### src/rtl/pipe_skid_buffer.sv
// Two-entry elastic pipeline stage (main + skid) with a registered s_ready_o and synchronous flush.
// Optional macro SKID_BYPASS_EN: zero-latency combinational pass-through while the buffer is empty.
module pipe_skid_buffer #(
    parameter int WIDTH = 32
) (
    input  logic             clk_i,
    input  logic             rst_n_i,
    input  logic             flush_i,
    input  logic             s_valid_i,
    output logic             s_ready_o,
    input  logic [WIDTH-1:0] s_data_i,
    output logic             m_valid_o,
    input  logic             m_ready_i,
    output logic [WIDTH-1:0] m_data_o
);

    // State is the pair {skid_valid, main_valid}; 2'b10 cannot occur.
    localparam logic [1:0] ST_EMPTY = 2'b00;
    localparam logic [1:0] ST_BUSY  = 2'b01;
    localparam logic [1:0] ST_FULL  = 2'b11;

    logic             main_valid_q, main_valid_d;
    logic             skid_valid_q, skid_valid_d;
    logic [WIDTH-1:0] main_data_q,  main_data_d;
    logic [WIDTH-1:0] skid_data_q,  skid_data_d;
    logic             s_ready_q,    s_ready_d;
    logic [1:0]       state;

    assign state = {skid_valid_q, main_valid_q};

    always_ff @(posedge clk_i or negedge rst_n_i) begin
        if (!rst_n_i) begin
            main_valid_q <= 1'b0;
            skid_valid_q <= 1'b0;
            main_data_q  <= '0;
            skid_data_q  <= '0;
            s_ready_q    <= 1'b1;
        end else begin
            main_valid_q <= main_valid_d;
            skid_valid_q <= skid_valid_d;
            main_data_q  <= main_data_d;
            skid_data_q  <= skid_data_d;
            s_ready_q    <= s_ready_d;
        end
    end

    always_comb begin
        main_valid_d = main_valid_q;
        skid_valid_d = skid_valid_q;
        main_data_d  = main_data_q;
        skid_data_d  = skid_data_q;
        if (flush_i) begin
            main_valid_d = 1'b0;
            skid_valid_d = 1'b0;
            main_data_d  = '0;
            skid_data_d  = '0;
        end else begin
            case (state)
                ST_EMPTY: begin
`ifdef SKID_BYPASS_EN
                    // A beat the consumer takes immediately never touches storage.
                    if (s_valid_i && !m_ready_i) begin
`else
                    if (s_valid_i) begin
`endif
                        main_valid_d = 1'b1;
                        main_data_d  = s_data_i;
                    end
                end
                ST_BUSY: begin
                    case ({s_valid_i, m_ready_i})
                        2'b11: main_data_d = s_data_i;
                        2'b10: begin
                            skid_valid_d = 1'b1;
                            skid_data_d  = s_data_i;
                        end
                        2'b01: main_valid_d = 1'b0;
                        default: ;
                    endcase
                end
                ST_FULL: begin
                    // s_ready_o is low here, so s_valid_i cannot be a transfer.
                    if (m_ready_i) begin
                        main_data_d  = skid_data_q;
                        skid_valid_d = 1'b0;
                    end
                end
                default: begin
                    main_valid_d = 1'b0;
                    skid_valid_d = 1'b0;
                end
            endcase
        end
        s_ready_d = ~skid_valid_d;
    end

    always_comb begin
        s_ready_o = s_ready_q;
        m_valid_o = main_valid_q;
        m_data_o  = main_data_q;
`ifdef SKID_BYPASS_EN
        if (state == ST_EMPTY) begin
            m_valid_o = s_valid_i & ~flush_i;
            m_data_o  = s_data_i;
        end
`endif
    end

endmodule

### config.mk
export PLATFORM = sky130hd
export DESIGN_NAME = pipe_skid_buffer
export DESIGN_NICKNAME = d
export VERILOG_FILES = /design/src/rtl/pipe_skid_buffer.sv
export SDC_FILE = /design/constraint.sdc
export NUM_CORES = 1
export LEC_CHECK = 0
export CAP_MARGIN = 25
export CORE_ASPECT_RATIO = 0.75
export CORE_UTILIZATION = 49
export CTS_BUF_LIST = sky130_fd_sc_hd__clkbuf_16
export CTS_CLUSTER_DIAMETER = 100
export DETAILED_ROUTE_END_ITERATION = 7
export GPL_ROUTABILITY_DRIVEN = 1
export GPL_TIMING_DRIVEN = 0
export PLACE_DENSITY = 0.8
export SLEW_MARGIN = 5
export SYNTH_ARGS = -nofsm -noshare
export SYNTH_HDL_FRONTEND = slang
export SYNTH_SLANG_ARGS = --single-unit
### constraint.sdc
create_clock -name clk_i -period 1.6 [get_ports clk_i]
set_input_delay 0.32 -clock clk_i [delete_from_list [all_inputs] [get_ports clk_i]]
set_output_delay 0.32 -clock clk_i [all_outputs]
set_load 0.02 [all_outputs]
# After elaboration in Yosys (flattened, before gate mapping)
# Cells that the tools add are included.
# totals
regBits,67
latch_bits,0
ramBits,0
mem_bits_ro,0
in_bits,37
out_inout_bits,34
wordCells,39
mem_count,0
# op_classes
n_addsub,0
n_mul,0
div_mod_pow,0
n_lt_le_gt_ge,0
n_eq_ne,10
shifts,0
mux,16
n_bitwise,1
reduce_logical,7
# op_table
operator,count
32-bit two-way mux,7
32-bit case mux with 3 select lines,1
2-bit equality test (second input constant),3
1-bit two-way mux,6
3-bit by 2-bit != test with 1-bit output (second input constant),2
3-bit != test (second input constant),2
1-bit case mux with 3 select lines,2
2-bit by 1-bit equality test with 1-bit output (second input constant),2
4-bit AND reduction,1
2-bit nonzero test,2
4-bit nonzero test,1
3-bit AND reduction,1
2-bit zero test,1
2-bit != test (second input constant),1
2-bit AND reduction,1
1-bit inverter,1

# Longest topological paths before layout
# depth
ltp_word,5
ltp_mapped,5
ltp_nobuf,3

# Worst setup path after synthesis
# Ideal clock, no wire load.
# synth_timing
path_type,reg-to-reg
startpoint,"register main_valid_q, in the netlist m_valid_o"
endpoint,register skid_data_q[10]
setup_ns,0.121
arrival_ns,1.249
required_ns,1.479
path_slack_ns,0.230
stages_incl_launch_ff,6
synth_period_minus_slack_ns,1.370
cell_sequence,dfrtp_1 and4bb_1 buf_6 nor2_4 buf_6 a22o_1
# synth_via
elab_chain_len,3
# synth_lines
item,line,text
start: declaration,22,"logic main_valid_q, main_valid_d;"
start signal: assignment,39,main_valid_q <= main_valid_d;
2-bit by 1-bit equality test with 1-bit output,58,case (state)
2-bit nonzero test (no source line),n/a,
2-bit AND reduction (no source line),n/a,
end signal: assignment,42,skid_data_q <= skid_data_d;
end: declaration,25,"logic [WIDTH-1:0] skid_data_q, skid_data_d;"
# No other way between the ends.
# A chain may end at the register's enable or synchronous reset.

# Worst setup path in the final report
# layout_timing
startpoint,input flush_i
endpoint,"register main_data_q[14], in the netlist m_data_o[14]"
# layout_via
elab_chain_len,2
# layout_lines
item,line,text
start: declaration,8,"input logic flush_i,"
3-bit by 2-bit != test with 1-bit output (no source line) (tied with other cells),n/a,
4-bit AND reduction (no source line),n/a,
end signal: assignment,41,main_data_q <= main_data_d;
end: declaration,24,"logic [WIDTH-1:0] main_data_q, main_data_d;"
# Several ways; a longest one is shown, not always the timed one.

==> qor.yml <==
status: "complete, no violations"
avgViaCountPerCell: 5.51
coreArea_um2: 5440
synth_cell_types: 21
post_synth_instance_area_um2: 2820
drive_gt1_share_pct: 12.2
pwr-share-clk_pct: 44.9
finClkSkew_ns: 0.00487
detail_route.wl_per_cell_um: 18.0
slew_headroom_pct: 45.4
fin_nets: 319
rr_worst_depth: 4
power_density_nw_per_um2: 1070
leakage_nw: 2.09
first_pass_iters: 4
cp-startpoint: "flush_i"
seqPwrFrac_pct: 43.3
num_rows: 23
ir_drop_mv: 0.853
cts_made_buffers: 9
endpoint_kind: "flop"
rrSetupSlack_ns: 0.11
cts_hold_buf: 0
path_clk_slew_ns: 0.05
grt_pass1_wl_um: 10400
initial_core_util_pct: 51.9
port_buffers: 70
place.gp.congestion: 0.720
diodes: 0
worst_pin_slew_ns: 0.819
synth_warnings: 0
maxCapViolations: 0
die_y_um: 67.7
path_class: "in2reg"
final_area_um2: 3910
p_switching_mw: 1.01
setup_viol: 0
synthCells: 200
die_area_um2: 6070
clockBufferDepth: 2
post-route-min-period_ns: 1.54
p_int_mw: 3.18
met2_length_um: 3020
area_delta_synth_final_pct: 38.6
wl_um: 6520
antenna_found_initial: 0
clk_latency_ns: 0.33
grt_usage_pct: 24.0
die_w_um: 89.6
p_comb_share_pct: 11.8
cts_sinks: 67
dr_total_vias: 1993
clock.fmax_mhz: 648
r2r-start: "m_valid_o"
fin_setup_tns_ns: 0
start_kind: "input port"
cp-endpoint: "m_data_o[14]"
r2r_end: "m_data_o[15]"
rsz0062_at_grt: "no"
wirelength_met1_um: 3120
place_area_um2: 3610
yosys_register_bits: 67
grt_overflow: 0
final_cells: 362
tritoncts: "yes"
htree_levels: 3
netSwitchingFraction_pct: 24.1
seq_area_frac_synth_pct: 59.5
post-dp-hpwl_um: 4190
cp.arrival_ns: 1.75
required_ns: 1.80
avgSynthCellArea_um2: 14.1
ioPinCount: 71
hold_class: "in2async"
synth_nets: 237
fin_crit_sh_pct: 96.5
slew_viol_final: 0
root_buffer: "clkbuf_16"
crit_fanout: 10
hold_viol_final: 0
drtIter0Drc: 91
grt_pass1_vias: 2077
route.detailed.drc: 0
ant_nets: 0
place_inst: 345
grt_max_degree: 68
maxUsedRoutingLayer: "met4"
met3_length_um: 315
## worst min path at each step
stage | to | slack, ns
2_1_floorplan | m_data_o[0] | 0.02
4_1_cts | m_data_o[29] | 0.12
5_1_grt | m_data_o[29] | 0.16
3_5_place_dp | m_data_o[8] | 0.47
3_3_place_gp | m_data_o[18] | 0.47
6_report | m_data_o[29] | 0.09
## critical path, cell delays in order
cell             delay [ns]
clkdlybuf4s50_1        0.58
buf_2                  0.27
nand4b_1               0.16
buf_4                  0.16
buf_6                  0.15
o2bb2ai_1              0.09
## repair_timing
item / CTS / global route
pin swaps: 0 / 1
resized for setup: 30 / 15
setup buffers: 0 / 1
endpoints found under the setup margin: 30 / 54
## layout by cell type, fill, tap and decap left out
cell | netlist | final
dlygate4sd2_1 | 0 | 30
clkinv_1 | 0 | 2
and4bb_1 | 1 | 1
o2bb2ai_1 | 32 | 32
nand2_1 | 2 | 2
mux2i_1 | 38 | 38
nor3_4 | 1 | 1
buf_6 | 5 | 8
inv_1 | 1 | 2
clkinv_2 | 0 | 2
buf_2 | 7 | 4
or2_1 | 1 | 1
nand2b_2 | 0 | 1
nand2b_1 | 3 | 2
dfrtp_1 | 66 | 66
o21ai_0 | 1 | 1
dfstp_2 | 1 | 1
a22o_1 | 26 | 26
clkinv_4 | 0 | 1
nor2_4 | 1 | 1
clkdlybuf4s50_1 | 0 | 35
a31oi_4 | 0 | 1
clkbuf_16 | 0 | 9
a21oi_1 | 1 | 1
bufinv_16 | 0 | 1
nor2_1 | 7 | 7
and2_1 | 1 | 1
dlymetal6s2s_1 | 0 | 4
nand4b_1 | 1 | 1
buf_4 | 3 | 5
## flip-flops by register name (all words and copies together) (netlist names)
name / cells
m_data_o: 32
skid_data_q: 32
m_valid_o: 1
s_ready_o: 1
skid_valid_q: 1
## synth_stat cells (all sizes together)
cell type | count | area [um^2]
a21oi | 1 | 5.00
a22o | 26 | 228
o21ai | 1 | 5.00
and4bb | 1 | 12.5
inv | 1 | 3.75
dfstp | 1 | 26.3
dfrtp | 66 | 1650
nor3 | 1 | 16.3
nor2 | 8 | 37.5
o2bb2ai | 32 | 280
or2 | 1 | 6.26
and2 | 1 | 6.26
buf | 15 | 114
nand4b | 1 | 8.76
nand2 | 2 | 7.51
mux2i | 38 | 380
a31oi | 1 | 12.5
nand2b | 3 | 18.8
## metal layers
metal | global-route usage [%] | vias up
met2 | 36.0 | 51
met4 | 5.95 | 0
met1 | 33.0 | 1004
met5 | 0 | -
met3 | 9.05 | 6
li1 | - | 932
## power by group through the flow
stage / combinational, mW / sequential [mW] / clock [mW]
floorplan: 0.158 / 1.91 / 0
global placement: 0.513 / 1.84 / 0
detailed placement: 0.521 / 1.84 / 0
CTS: 0.490 / 1.82 / 1.92
global route: 0.535 / 1.82 / 2.00
finish: 0.496 / 1.82 / 1.88
## cell type report
type	count	area (um^2)
Fill cell	380	1530
Timing Repair Buffer	71	678
Clock inverter	7	60.1
Clock buffer	9	225
Inverter	1	3.75
Multi-Input combinational cell	117	1040
Sequential cell	67	1680
Buffer	15	133
Tap cell	75	93.8
## cells by family (layout without fill, tap and decap cells)
logic type | Yosys count | after routing | synth area share (%)
buffers and inverters | 16 | 103 | 4.17
AO/OA/AOI/OAI | 61 | 61 | 18.8
AND/OR/NAND/NOR | 18 | 18 | 4.04
multiplexers | 38 | 38 | 13.5
flip-flops | 67 | 67 | 59.5
## per-stage QoR
step / total power [mW] / util (%) / hold WS (ns) / worst slack [ns]
6_report: 4.20 / 71.8 / 0.0851 / 0.0564
5_1_grt: 4.36 / 71.8 / 0.161 / 0.00903
4_1_cts: 4.22 / 71.0 / 0.120 / 0.00128
3_5_place_dp: 2.37 / 66.4 / 0.473 / -0.342
3_3_place_gp: 2.36 / 66.5 / 0.472 / -2.03
2_1_floorplan: 2.06 / - / 0.0244 / 0.230
Note: power is estimated with default switching activity, not from simulation.
